<file path="src/rtl/superscalar_pkg.sv">
// Shared RV32I opcode constants and queue entry type for the dual-issue front end.
package superscalar_pkg;

  localparam int unsigned XLEN = 32;

  localparam logic [6:0] LOAD   = 7'b0000011;
  localparam logic [6:0] STORE  = 7'b0100011;
  localparam logic [6:0] BRANCH = 7'b1100011;
  localparam logic [6:0] JAL    = 7'b1101111;
  localparam logic [6:0] JALR   = 7'b1100111;
  localparam logic [6:0] LUI    = 7'b0110111;
  localparam logic [6:0] AUIPC  = 7'b0010111;
  localparam logic [6:0] OP     = 7'b0110011;
  localparam logic [6:0] OP_IMM = 7'b0010011;

  typedef struct packed {
    logic [XLEN-1:0] instr;
    logic [XLEN-1:0] pc;
  } q_entry_t;

  function automatic logic is_mem_op(input logic [6:0] opc);
    return (opc == LOAD) || (opc == STORE);
  endfunction

endpackage

</file>
<file path="src/rtl/dual_issue_scheduler_if.sv">
// Fetch-side push handshake, decode-side issue slots and status of the pair scheduler.
interface dual_issue_scheduler_if #(
  parameter int unsigned DEPTH = 4,
  parameter int unsigned XLEN  = 32
);
  localparam int unsigned CntW = $clog2(DEPTH) + 1;

  logic            fetch_valid;
  logic [XLEN-1:0] fetch_instr0;
  logic [XLEN-1:0] fetch_instr1;
  logic [XLEN-1:0] fetch_pc;
  logic            fetch_ready;
  logic            decode_stall;
  logic            flush;
  logic            issue_valid_0;
  logic [XLEN-1:0] issue_instr_0;
  logic [XLEN-1:0] issue_pc_0;
  logic            issue_valid_1;
  logic [XLEN-1:0] issue_instr_1;
  logic [XLEN-1:0] issue_pc_1;
  logic [CntW-1:0] q_count;
  logic [31:0]     split_cnt;

  modport master (
    output fetch_valid, fetch_instr0, fetch_instr1, fetch_pc, decode_stall, flush,
    input  fetch_ready, issue_valid_0, issue_instr_0, issue_pc_0,
    input  issue_valid_1, issue_instr_1, issue_pc_1, q_count, split_cnt
  );

  modport slave (
    input  fetch_valid, fetch_instr0, fetch_instr1, fetch_pc, decode_stall, flush,
    output fetch_ready, issue_valid_0, issue_instr_0, issue_pc_0,
    output issue_valid_1, issue_instr_1, issue_pc_1, q_count, split_cnt
  );

endinterface

</file>
<file path="src/rtl/dual_issue_scheduler_pair_check.sv">
// Decides whether two adjacent instructions may issue together (instr_a older, instr_b younger).
module pair_check #(
  parameter int unsigned XLEN = 32
) (
  input  logic [XLEN-1:0] instr_a,
  input  logic [XLEN-1:0] instr_b,
  output logic            pair_ok
);
  import superscalar_pkg::*;

  logic [6:0] op_a, op_b;
  logic [4:0] rd_a, rs1_b, rs2_b;
  logic       a_writes, b_reads_rs1, b_reads_rs2, raw, mem_conflict, ctrl_a;
  logic       unused_bits;

  assign op_a  = instr_a[6:0];
  assign rd_a  = instr_a[11:7];
  assign op_b  = instr_b[6:0];
  assign rs1_b = instr_b[19:15];
  assign rs2_b = instr_b[24:20];

  assign unused_bits = ^{instr_a[XLEN-1:12], instr_b[XLEN-1:25], instr_b[14:7]};

  always_comb begin
    a_writes    = (op_a != STORE) && (op_a != BRANCH) && (rd_a != 5'd0);
    b_reads_rs1 = (op_b != LUI) && (op_b != AUIPC) && (op_b != JAL);
    // Unknown opcodes behave as OP, so rs2 is assumed read unless the format lacks it.
    b_reads_rs2 = !((op_b == LOAD) || (op_b == JAL) || (op_b == JALR) ||
                    (op_b == LUI) || (op_b == AUIPC) || (op_b == OP_IMM));
    raw = a_writes && ((b_reads_rs1 && (rs1_b == rd_a)) || (b_reads_rs2 && (rs2_b == rd_a)));
    mem_conflict = is_mem_op(op_a) && is_mem_op(op_b);
    ctrl_a       = (op_a == BRANCH) || (op_a == JAL) || (op_a == JALR);
    pair_ok      = !(raw || mem_conflict || ctrl_a);
  end

endmodule

</file>
<file path="src/rtl/dual_issue_scheduler.sv">
// Instruction pair queue feeding two decode lanes; splits pairs that cannot issue together.
module dual_issue_scheduler #(
  parameter int unsigned DEPTH = 4,
  parameter int unsigned XLEN  = 32
) (
  input logic                    clk,
  input logic                    reset,
  dual_issue_scheduler_if.slave  bus_io
);
  import superscalar_pkg::*;

  localparam int unsigned PtrW = $clog2(DEPTH);
  localparam int unsigned CntW = PtrW + 1;

  q_entry_t        mem_q [DEPTH];
  logic [PtrW-1:0] head_q, head_d, tail_q, tail_d, head1, tail1;
  logic [CntW-1:0] count_q, count_d;
  logic [31:0]     split_q, split_d;
  logic            v0_q, v0_d, v1_q, v1_d;
  logic [XLEN-1:0] instr0_q, instr0_d, pc0_q, pc0_d;
  logic [XLEN-1:0] instr1_q, instr1_d, pc1_q, pc1_d;
  q_entry_t        head0_e, head1_e;
  logic            push, issue_en, has0, has1, pair_ok;
  logic [1:0]      pop;

  assign head1   = head_q + PtrW'(1);
  assign tail1   = tail_q + PtrW'(1);
  assign head0_e = mem_q[head_q];
  assign head1_e = mem_q[head1];

  pair_check #(
    .XLEN (XLEN)
  ) u_pair_check (
    .instr_a (head0_e.instr),
    .instr_b (head1_e.instr),
    .pair_ok (pair_ok)
  );

  assign bus_io.fetch_ready = !bus_io.flush && (count_q <= CntW'(DEPTH - 2));
  assign push     = bus_io.fetch_valid && bus_io.fetch_ready;
  assign issue_en = !bus_io.decode_stall && !bus_io.flush;
  assign has0     = (count_q != '0);
  assign has1     = (count_q >= CntW'(2)) && pair_ok;

  always_comb begin
    pop      = 2'd0;
    v0_d     = v0_q;
    v1_d     = v1_q;
    instr0_d = instr0_q;
    pc0_d    = pc0_q;
    instr1_d = instr1_q;
    pc1_d    = pc1_q;
    split_d  = split_q;
    if (bus_io.flush) begin
      v0_d     = 1'b0;
      v1_d     = 1'b0;
      instr0_d = '0;
      pc0_d    = '0;
      instr1_d = '0;
      pc1_d    = '0;
    end else if (issue_en) begin
      pop      = {1'b0, has0} + {1'b0, has1};
      v0_d     = has0;
      v1_d     = has1;
      instr0_d = has0 ? head0_e.instr : '0;
      pc0_d    = has0 ? head0_e.pc    : '0;
      instr1_d = has1 ? head1_e.instr : '0;
      pc1_d    = has1 ? head1_e.pc    : '0;
      if ((count_q >= CntW'(2)) && !pair_ok && (split_q != '1)) begin
        split_d = split_q + 32'd1;
      end
    end
    head_d  = bus_io.flush ? '0 : head_q + PtrW'(pop);
    tail_d  = bus_io.flush ? '0 : (push ? tail_q + PtrW'(2) : tail_q);
    count_d = bus_io.flush ? '0 : count_q + (push ? CntW'(2) : '0) - CntW'(pop);
  end

  always_ff @(posedge clk) begin
    if (reset) begin
      head_q   <= '0;
      tail_q   <= '0;
      count_q  <= '0;
      split_q  <= '0;
      v0_q     <= 1'b0;
      v1_q     <= 1'b0;
      instr0_q <= '0;
      pc0_q    <= '0;
      instr1_q <= '0;
      pc1_q    <= '0;
    end else begin
      head_q   <= head_d;
      tail_q   <= tail_d;
      count_q  <= count_d;
      split_q  <= split_d;
      v0_q     <= v0_d;
      v1_q     <= v1_d;
      instr0_q <= instr0_d;
      pc0_q    <= pc0_d;
      instr1_q <= instr1_d;
      pc1_q    <= pc1_d;
    end
  end

  // Storage needs no reset: occupancy alone decides which entries are live.
  always_ff @(posedge clk) begin
    if (push && !reset) begin
      mem_q[tail_q] <= '{instr: bus_io.fetch_instr0, pc: bus_io.fetch_pc};
      mem_q[tail1]  <= '{instr: bus_io.fetch_instr1, pc: bus_io.fetch_pc + XLEN'(4)};
    end
  end

  assign bus_io.issue_valid_0 = v0_q;
  assign bus_io.issue_instr_0 = instr0_q;
  assign bus_io.issue_pc_0    = pc0_q;
  assign bus_io.issue_valid_1 = v1_q;
  assign bus_io.issue_instr_1 = instr1_q;
  assign bus_io.issue_pc_1    = pc1_q;
  assign bus_io.q_count       = count_q;
  assign bus_io.split_cnt     = split_q;

endmodule

</file>
<file path="src/flat_wrapper.sv">
// flat-port wrapper written by rule: the top's interface ports become plain ports
module dual_issue_scheduler_flat import superscalar_pkg::*;
#(
  parameter int unsigned DEPTH = 4,
  parameter int unsigned XLEN  = 32
)
  (clk, reset, bus_io_fetch_valid, bus_io_fetch_instr0, bus_io_fetch_instr1, bus_io_fetch_pc, bus_io_decode_stall, bus_io_flush, bus_io_fetch_ready, bus_io_issue_valid_0, bus_io_issue_instr_0, bus_io_issue_pc_0, bus_io_issue_valid_1, bus_io_issue_instr_1, bus_io_issue_pc_1, bus_io_q_count, bus_io_split_cnt);
  dual_issue_scheduler_if #(.DEPTH(DEPTH), .XLEN(XLEN)) bus_io_i ();
  input logic clk;
  input logic reset;
  input wire logic [$bits(bus_io_i.fetch_valid)-1:0] bus_io_fetch_valid;
  input wire logic [$bits(bus_io_i.fetch_instr0)-1:0] bus_io_fetch_instr0;
  input wire logic [$bits(bus_io_i.fetch_instr1)-1:0] bus_io_fetch_instr1;
  input wire logic [$bits(bus_io_i.fetch_pc)-1:0] bus_io_fetch_pc;
  input wire logic [$bits(bus_io_i.decode_stall)-1:0] bus_io_decode_stall;
  input wire logic [$bits(bus_io_i.flush)-1:0] bus_io_flush;
  output wire logic [$bits(bus_io_i.fetch_ready)-1:0] bus_io_fetch_ready;
  output wire logic [$bits(bus_io_i.issue_valid_0)-1:0] bus_io_issue_valid_0;
  output wire logic [$bits(bus_io_i.issue_instr_0)-1:0] bus_io_issue_instr_0;
  output wire logic [$bits(bus_io_i.issue_pc_0)-1:0] bus_io_issue_pc_0;
  output wire logic [$bits(bus_io_i.issue_valid_1)-1:0] bus_io_issue_valid_1;
  output wire logic [$bits(bus_io_i.issue_instr_1)-1:0] bus_io_issue_instr_1;
  output wire logic [$bits(bus_io_i.issue_pc_1)-1:0] bus_io_issue_pc_1;
  output wire logic [$bits(bus_io_i.q_count)-1:0] bus_io_q_count;
  output wire logic [$bits(bus_io_i.split_cnt)-1:0] bus_io_split_cnt;
  assign bus_io_i.fetch_valid = bus_io_fetch_valid;
  assign bus_io_i.fetch_instr0 = bus_io_fetch_instr0;
  assign bus_io_i.fetch_instr1 = bus_io_fetch_instr1;
  assign bus_io_i.fetch_pc = bus_io_fetch_pc;
  assign bus_io_i.decode_stall = bus_io_decode_stall;
  assign bus_io_i.flush = bus_io_flush;
  assign bus_io_fetch_ready = bus_io_i.fetch_ready;
  assign bus_io_issue_valid_0 = bus_io_i.issue_valid_0;
  assign bus_io_issue_instr_0 = bus_io_i.issue_instr_0;
  assign bus_io_issue_pc_0 = bus_io_i.issue_pc_0;
  assign bus_io_issue_valid_1 = bus_io_i.issue_valid_1;
  assign bus_io_issue_instr_1 = bus_io_i.issue_instr_1;
  assign bus_io_issue_pc_1 = bus_io_i.issue_pc_1;
  assign bus_io_q_count = bus_io_i.q_count;
  assign bus_io_split_cnt = bus_io_i.split_cnt;
  dual_issue_scheduler #(.DEPTH(DEPTH), .XLEN(XLEN)) u_core (.clk(clk), .reset(reset), .bus_io(bus_io_i));
endmodule
</file>
<file path="config.mk">
export PLATFORM = sky130hd
export DESIGN_NAME = dual_issue_scheduler_flat
export DESIGN_NICKNAME = d
export VERILOG_FILES = /design/src/rtl/superscalar_pkg.sv /design/src/rtl/dual_issue_scheduler_if.sv /design/src/rtl/dual_issue_scheduler_pair_check.sv /design/src/rtl/dual_issue_scheduler.sv /design/src/flat_wrapper.sv
export SDC_FILE = /design/constraint.sdc
export NUM_CORES = 1
export LEC_CHECK = 0
export ABC_AREA = 1
export CAP_MARGIN = 20
export CORE_AREA = 2 2 184 186
export CTS_BUF_LIST = sky130_fd_sc_hd__clkbuf_16
export DETAILED_ROUTE_END_ITERATION = 10
export DIE_AREA = 0 0 186 188
export PLACE_DENSITY = 0.84
export SYNTH_ARGS = -nofsm -noshare
export SYNTH_HDL_FRONTEND = slang
export SYNTH_HIERARCHICAL = 1
export SYNTH_SLANG_ARGS = --single-unit
</file>
<file path="constraint.sdc">
create_clock -name clk -period 23.2 [get_ports clk]
set_input_delay 4.64 -clock clk [delete_from_list [all_inputs] [get_ports clk]]
set_output_delay 4.64 -clock clk [all_outputs]
set_load 0.05 [all_outputs]
</file>
# [Word-level counts from Yosys, hierarchy flattened]
# Memories as Yosys holds them, arrays and structs flattened. A register that Yosys moved wholly into a read port is not among the register bits.
# Cells that the tools add are included.
[word_totals] ramBits=256 inputBits=101 word_cells=89 regBits=169 output_inout_bits=166 memories=1
[op_classes] n_eq_ne=20 addsub=9 mux=10 bitwise=1 magnitude_cmp=2 n_reduce_logical=36
[memory_table] memory="u_core.mem_q" words=4 width=64 read_ports=2 rd_clocked_by_memory_dff=1 wr=2 line_no="dual_issue_scheduler.sv:15" text="q_entry_t mem_q [DEPTH];"
[ops] operator="$mux W32" count=4
[ops] operator="$eq A7 B7 Y1 const B" count=5
[ops] operator="$add A32 B1 Y32 const B" count=1
[ops] operator="$add A32 B3 Y32 const B" count=1
[ops] operator="$ne A32 B32 Y1 const B" count=1
[ops] operator="$eq A7 B6 Y1 const B" count=3
[ops] operator="$logic_and A1 B1 Y1" count=15
[ops] operator="$eq A7 B2 Y1 const B" count=2
[ops] operator="$eq A7 B5 Y1 const B" count=2
[ops] operator="$ne A7 B6 Y1 const B" count=2
[ops] operator="$ne A7 B7 Y1 const B" count=2
[ops] operator="$logic_or A1 B1 Y1" count=12
[ops] operator="$eq A5 B5 Y1" count=2
[ops] operator="$mux W2" count=4
[ops] operator="$ne A7 B5 Y1 const B" count=1
[ops] operator="$logic_not A1 Y1" count=5
[ops] operator="$reduce_bool A5 Y1" count=1
[ops] operator="$add A2 B1 Y2 const B" count=2
[ops] operator="$add A3 B3 Y3" count=1
[ops] operator="$ge A3 B2 Y1 const B" count=1
[ops] operator="$le A3 B2 Y1 const B" count=1
[ops] operator="$reduce_and A3 Y1" count=1
[ops] operator="$reduce_bool A3 Y1" count=1
[ops] operator="$sub A3 B2 Y3" count=1
[ops] operator="other kinds (6)" count=7

# [Logic depth before layout (Yosys ltp)]
# An unclocked memory read counts as a cell.
[logic_depth] word_depth=21 ltp_mapped=24 ltp_nobuf=22

# [Hierarchy]
# The synthesis kept the hierarchy.
[by_module_without_submodules] mod="dual_issue_scheduler" n_inst=1 seq_area_each_um2=10930.5 cells_each=2053 area_each_um2=18900.6
[by_module_without_submodules] mod="pair_check" n_inst=1 seq_area_each_um2=0.0 cells_each=60 area_each_um2=307.8

# [Least setup slack after synthesis]
# Ideal clock, no wire load.
[synth_path] kind="input to register" start="input bus_io_flush" end="memory u_core/mem_q[0][10] (netlist name), enable pin" t_arrival_ns=13.877 setup_slack_ns=8.558 path_buffers=0 setup_time_ns=0.765 required_time_ns=22.435 cell_stages=5 path_cell_list="nor2_1 > o21ai_0 > inv_1 > nand2_1 > nor3_1"
[synth_rtl] element="start, declared" line_no="flat_wrapper.sv:16" text="input wire logic [$bits(bus_io_i.flush)-1:0] bus_io_flush;"
[synth_rtl] element="end, declared" line_no="dual_issue_scheduler.sv:15"

# [Final worst setup path]
[layout_path] start="input bus_io_flush" end="output bus_io_fetch_ready"
[layout_via] elab_chain_len=2
[layout_rtl] element="$logic_not A1 Y1" line_no="dual_issue_scheduler.sv:39" text="assign bus_io.fetch_ready = !bus_io.flush && (count_q <= CntW'(DEPTH - 2));"
[layout_rtl] element="$logic_and A1 B1 Y1" line_no="dual_issue_scheduler.sv:39"
[layout_rtl] element="end, declared" line_no="flat_wrapper.sv:17" text="output wire logic [$bits(bus_io_i.fetch_ready)-1:0] bus_io_fetch_ready;"
# No other way between the ends.

==> impl_metrics.toml <==
[floorplan]
io-pin-count = 267
start_util = 0.580
die_w_um = 186
core-area_sq_um = 33100
rows = 67
die_y_um = 188
dieArea_sq_um = 35000

[sta]
hold_viol = 0
fmax_mhz = 91.3
setup_viol = 0
fin_tns_setup_ps = 0
finalClockSkew_ps = 20.5
fin_crit_sh = 0.472
slew_headroom = 0.277
finalWorstSetupSlack_ps = 12240
holdWs_ps = 462
drv_slew = 0
rsz0062_at_grt = "no"
fin_crit_ps = 10960
tightest_slew_ps = 1080

[setup_path]
cp.required_ps = 18560
critical_path_class = "input port to output port"
endpoint_kind = "output port"
worst-path-max-fanout = 4
rr_worst_depth = 16
critPathArrivalTime_ps = 6320
start_kind = "input port"

[power_and_ir_drop]
leakage_uw = 0.00820
power_density_nw_per_um2 = 68.7
ir_drop_mv = 0.0552

[final_layout]
finalNonFillerCells = 2808
area_growth_pct = 21.1
drive_gt1_frac = 0.0719
register_area_sq_um = 10900
fill_cells = 2369
nNetsFinal = 2426
final_util = 0.702
multi_input_area_sq_um = 6990

[detailed_routing]
wl_per_cell_um = 18.3
drt_iter0_drc = 1662
num_vias = 16180
viasPerCell = 5.76
drc = 0
dr.pass1.iters = 5
routed_wl_um = 51400
drtAntennaViolNets = 0

[synth]
yosys.cell_types.count = 44
synthCells = 2113
synthesis.area_sq_um = 19200
ys_seq_elements = 420
yosysWarnings = 6
synth-edff-count = 252
yosysSeqAreaShare = 0.569
yosys_most_used_dff = "edfxtp_1"
async_flop_share = 0
syn_nets = 2221
syn_area_per_cell_sq_um = 9.09

[placement]
dpl.hpwl_um = 31900
port_buffers = 266
gp_congestion = 0.856
dp_worst_setup_slack_ps = 12230
placed_cells = 2718

[global_route]
use_met1 = 0.361
antenna_found_initial = 14
grt_util_met2 = 0.485
first_global_vias = 15925
grt_use_total = 0.290
grt_overflow_total = 0
grt_max_degree = 106
top_usage_layer = "met2"
use_met3 = 0.0581
grt_pass1_wl_um = 80500

[clock_network]
clkLatencyLatePin_ps = 530
cts_resized = 0
post-cts-setup-buffers = 0
cts_buffer_depth = 3
holdBufCountCts = 0
cts_buffers = 43
ctsRootBufferMaster = "clkbuf_16"
cts_tree = "done"
clock_sinks = 420
cts_max_level = 2
path_clk_slew_ps = 60

[flow_run]
maxCapViolations = 0

[min_path]
hold_depth = 2
hold_class = "flop to flop"

[outcome]
status = "finished, final reports clean"
==> cells in the final DEF (no fill, tap or decap), drive strengths merged, types with 4 or more instances in the layout <==
cell type and instances:
nand2 456, clkdlybuf4s50 266, nor2 259, a21oi 258, edfxtp 252, o21ai 218, inv 178, dfxtp 168
o22ai 60, nand3 51, clkbuf 43, clkinv 23, xor2 19, xnor2 17, buf 16, o21bai 11
nor3 11, a22oi 10, diode 9, nand4 9, mux2i 9, ha 6, o211ai 4
==> cells by family (layout without fill, tap and decap cells) <==
kind of cell,count (synthesis),after routing,share of synthesized area
adders and majority gates,7,7,0.00495
DFF,420,420,0.569
xor gates and xnor gates,36,36,0.0164
buffers and inverters,290,528,0.0683
and+or+nand+nor,790,790,0.169
other,0,9,0
muxes,9,9,0.00469
AOI/OAI and AO/OA,561,561,0.167
==> cell type report <==
class,instances,area share
repair buffers,282,0.122
multi-input cells,1403,0.301
well taps,448,0.0241
diodes,9,0.000968
clock inverters,35,0.00845
inverters,168,0.0273
clock buffers,43,0.0463
flip-flops and latches,420,0.470
==> registers in the layout, indices dropped and copies added (netlist names), 2 cells and up <==
signal,cells
u_core/mem_q,252
u_core/bus_io.issue_instr_0,32
u_core/bus_io.issue_instr_1,32
u_core/bus_io.issue_pc_0,32
u_core/bus_io.issue_pc_1,32
u_core/bus_io.split_cnt,32
u_core/bus_io.q_count,3
u_core/head_q,2
==> worst paths after layout <==
kind	from	to	slack [ps]
min	u_core/bus_io.issue_instr_0[19]	u_core/bus_io.issue_instr_0[19]	460
max	bus_io_flush	bus_io_fetch_ready	12240
min reg2reg	u_core/bus_io.issue_instr_0[19]	u_core/bus_io.issue_instr_0[19]	460
max reg2reg	u_core/head_q[0]	u_core/bus_io.issue_pc_1[13]	17920
==> critical path: stages <==
cell	delay [ps]
clkdlybuf4s50_1	500
nor2_1	120
o21ai_0	90
inv_1	110
clkdlybuf4s50_1	850
==> where the power goes <==
group	switching (uW)	leakage, uW	internal (uW)
Sequential	8.79	0.00364	806
Combinational	100	0.00386	51.3
Clock	276	0.000694	357
Total	384	0.00820	1210
==> cell usage after synthesis, types with 10 or more instances <==
cell type	n	area (sq um)
xnor2_1	17	149
o21bai_1	11	82.6
xor2_1	19	166
a21oi_2	20	175
buf_2	59	295
nand2_1	448	1680
buf_6	16	180
o22ai_2	29	363
a22oi_1	10	75.1
nand3_1	42	210
o21ai_1	91	455
dfxtp_1	168	3360
inv_1	150	563
clkbuf_1	36	135
o22ai_1	31	194
o21ai_0	126	631
nor2_1	244	916
edfxtp_1	252	7570
a21oi_1	237	1190
==> metal layers <==
| layer | up-vias | routed length (um) |
|---|---|---|
| li1 | 7543 | - |
| met1 | 7634 | 19600 |
| met2 | 850 | 25200 |
| met3 | 143 | 4780 |
| met4 | 10 | 1740 |
| met5 | - | 61 |
==> metrics by stage <==
stage               power [uW]  area (sq um)
floorplan                  927         19200
global placement           973         21900
detailed placement         978         21900
CTS                       1600         23200
global route              1650         23200
finish                    1600         23300
Power figures use the tool's default switching activity.
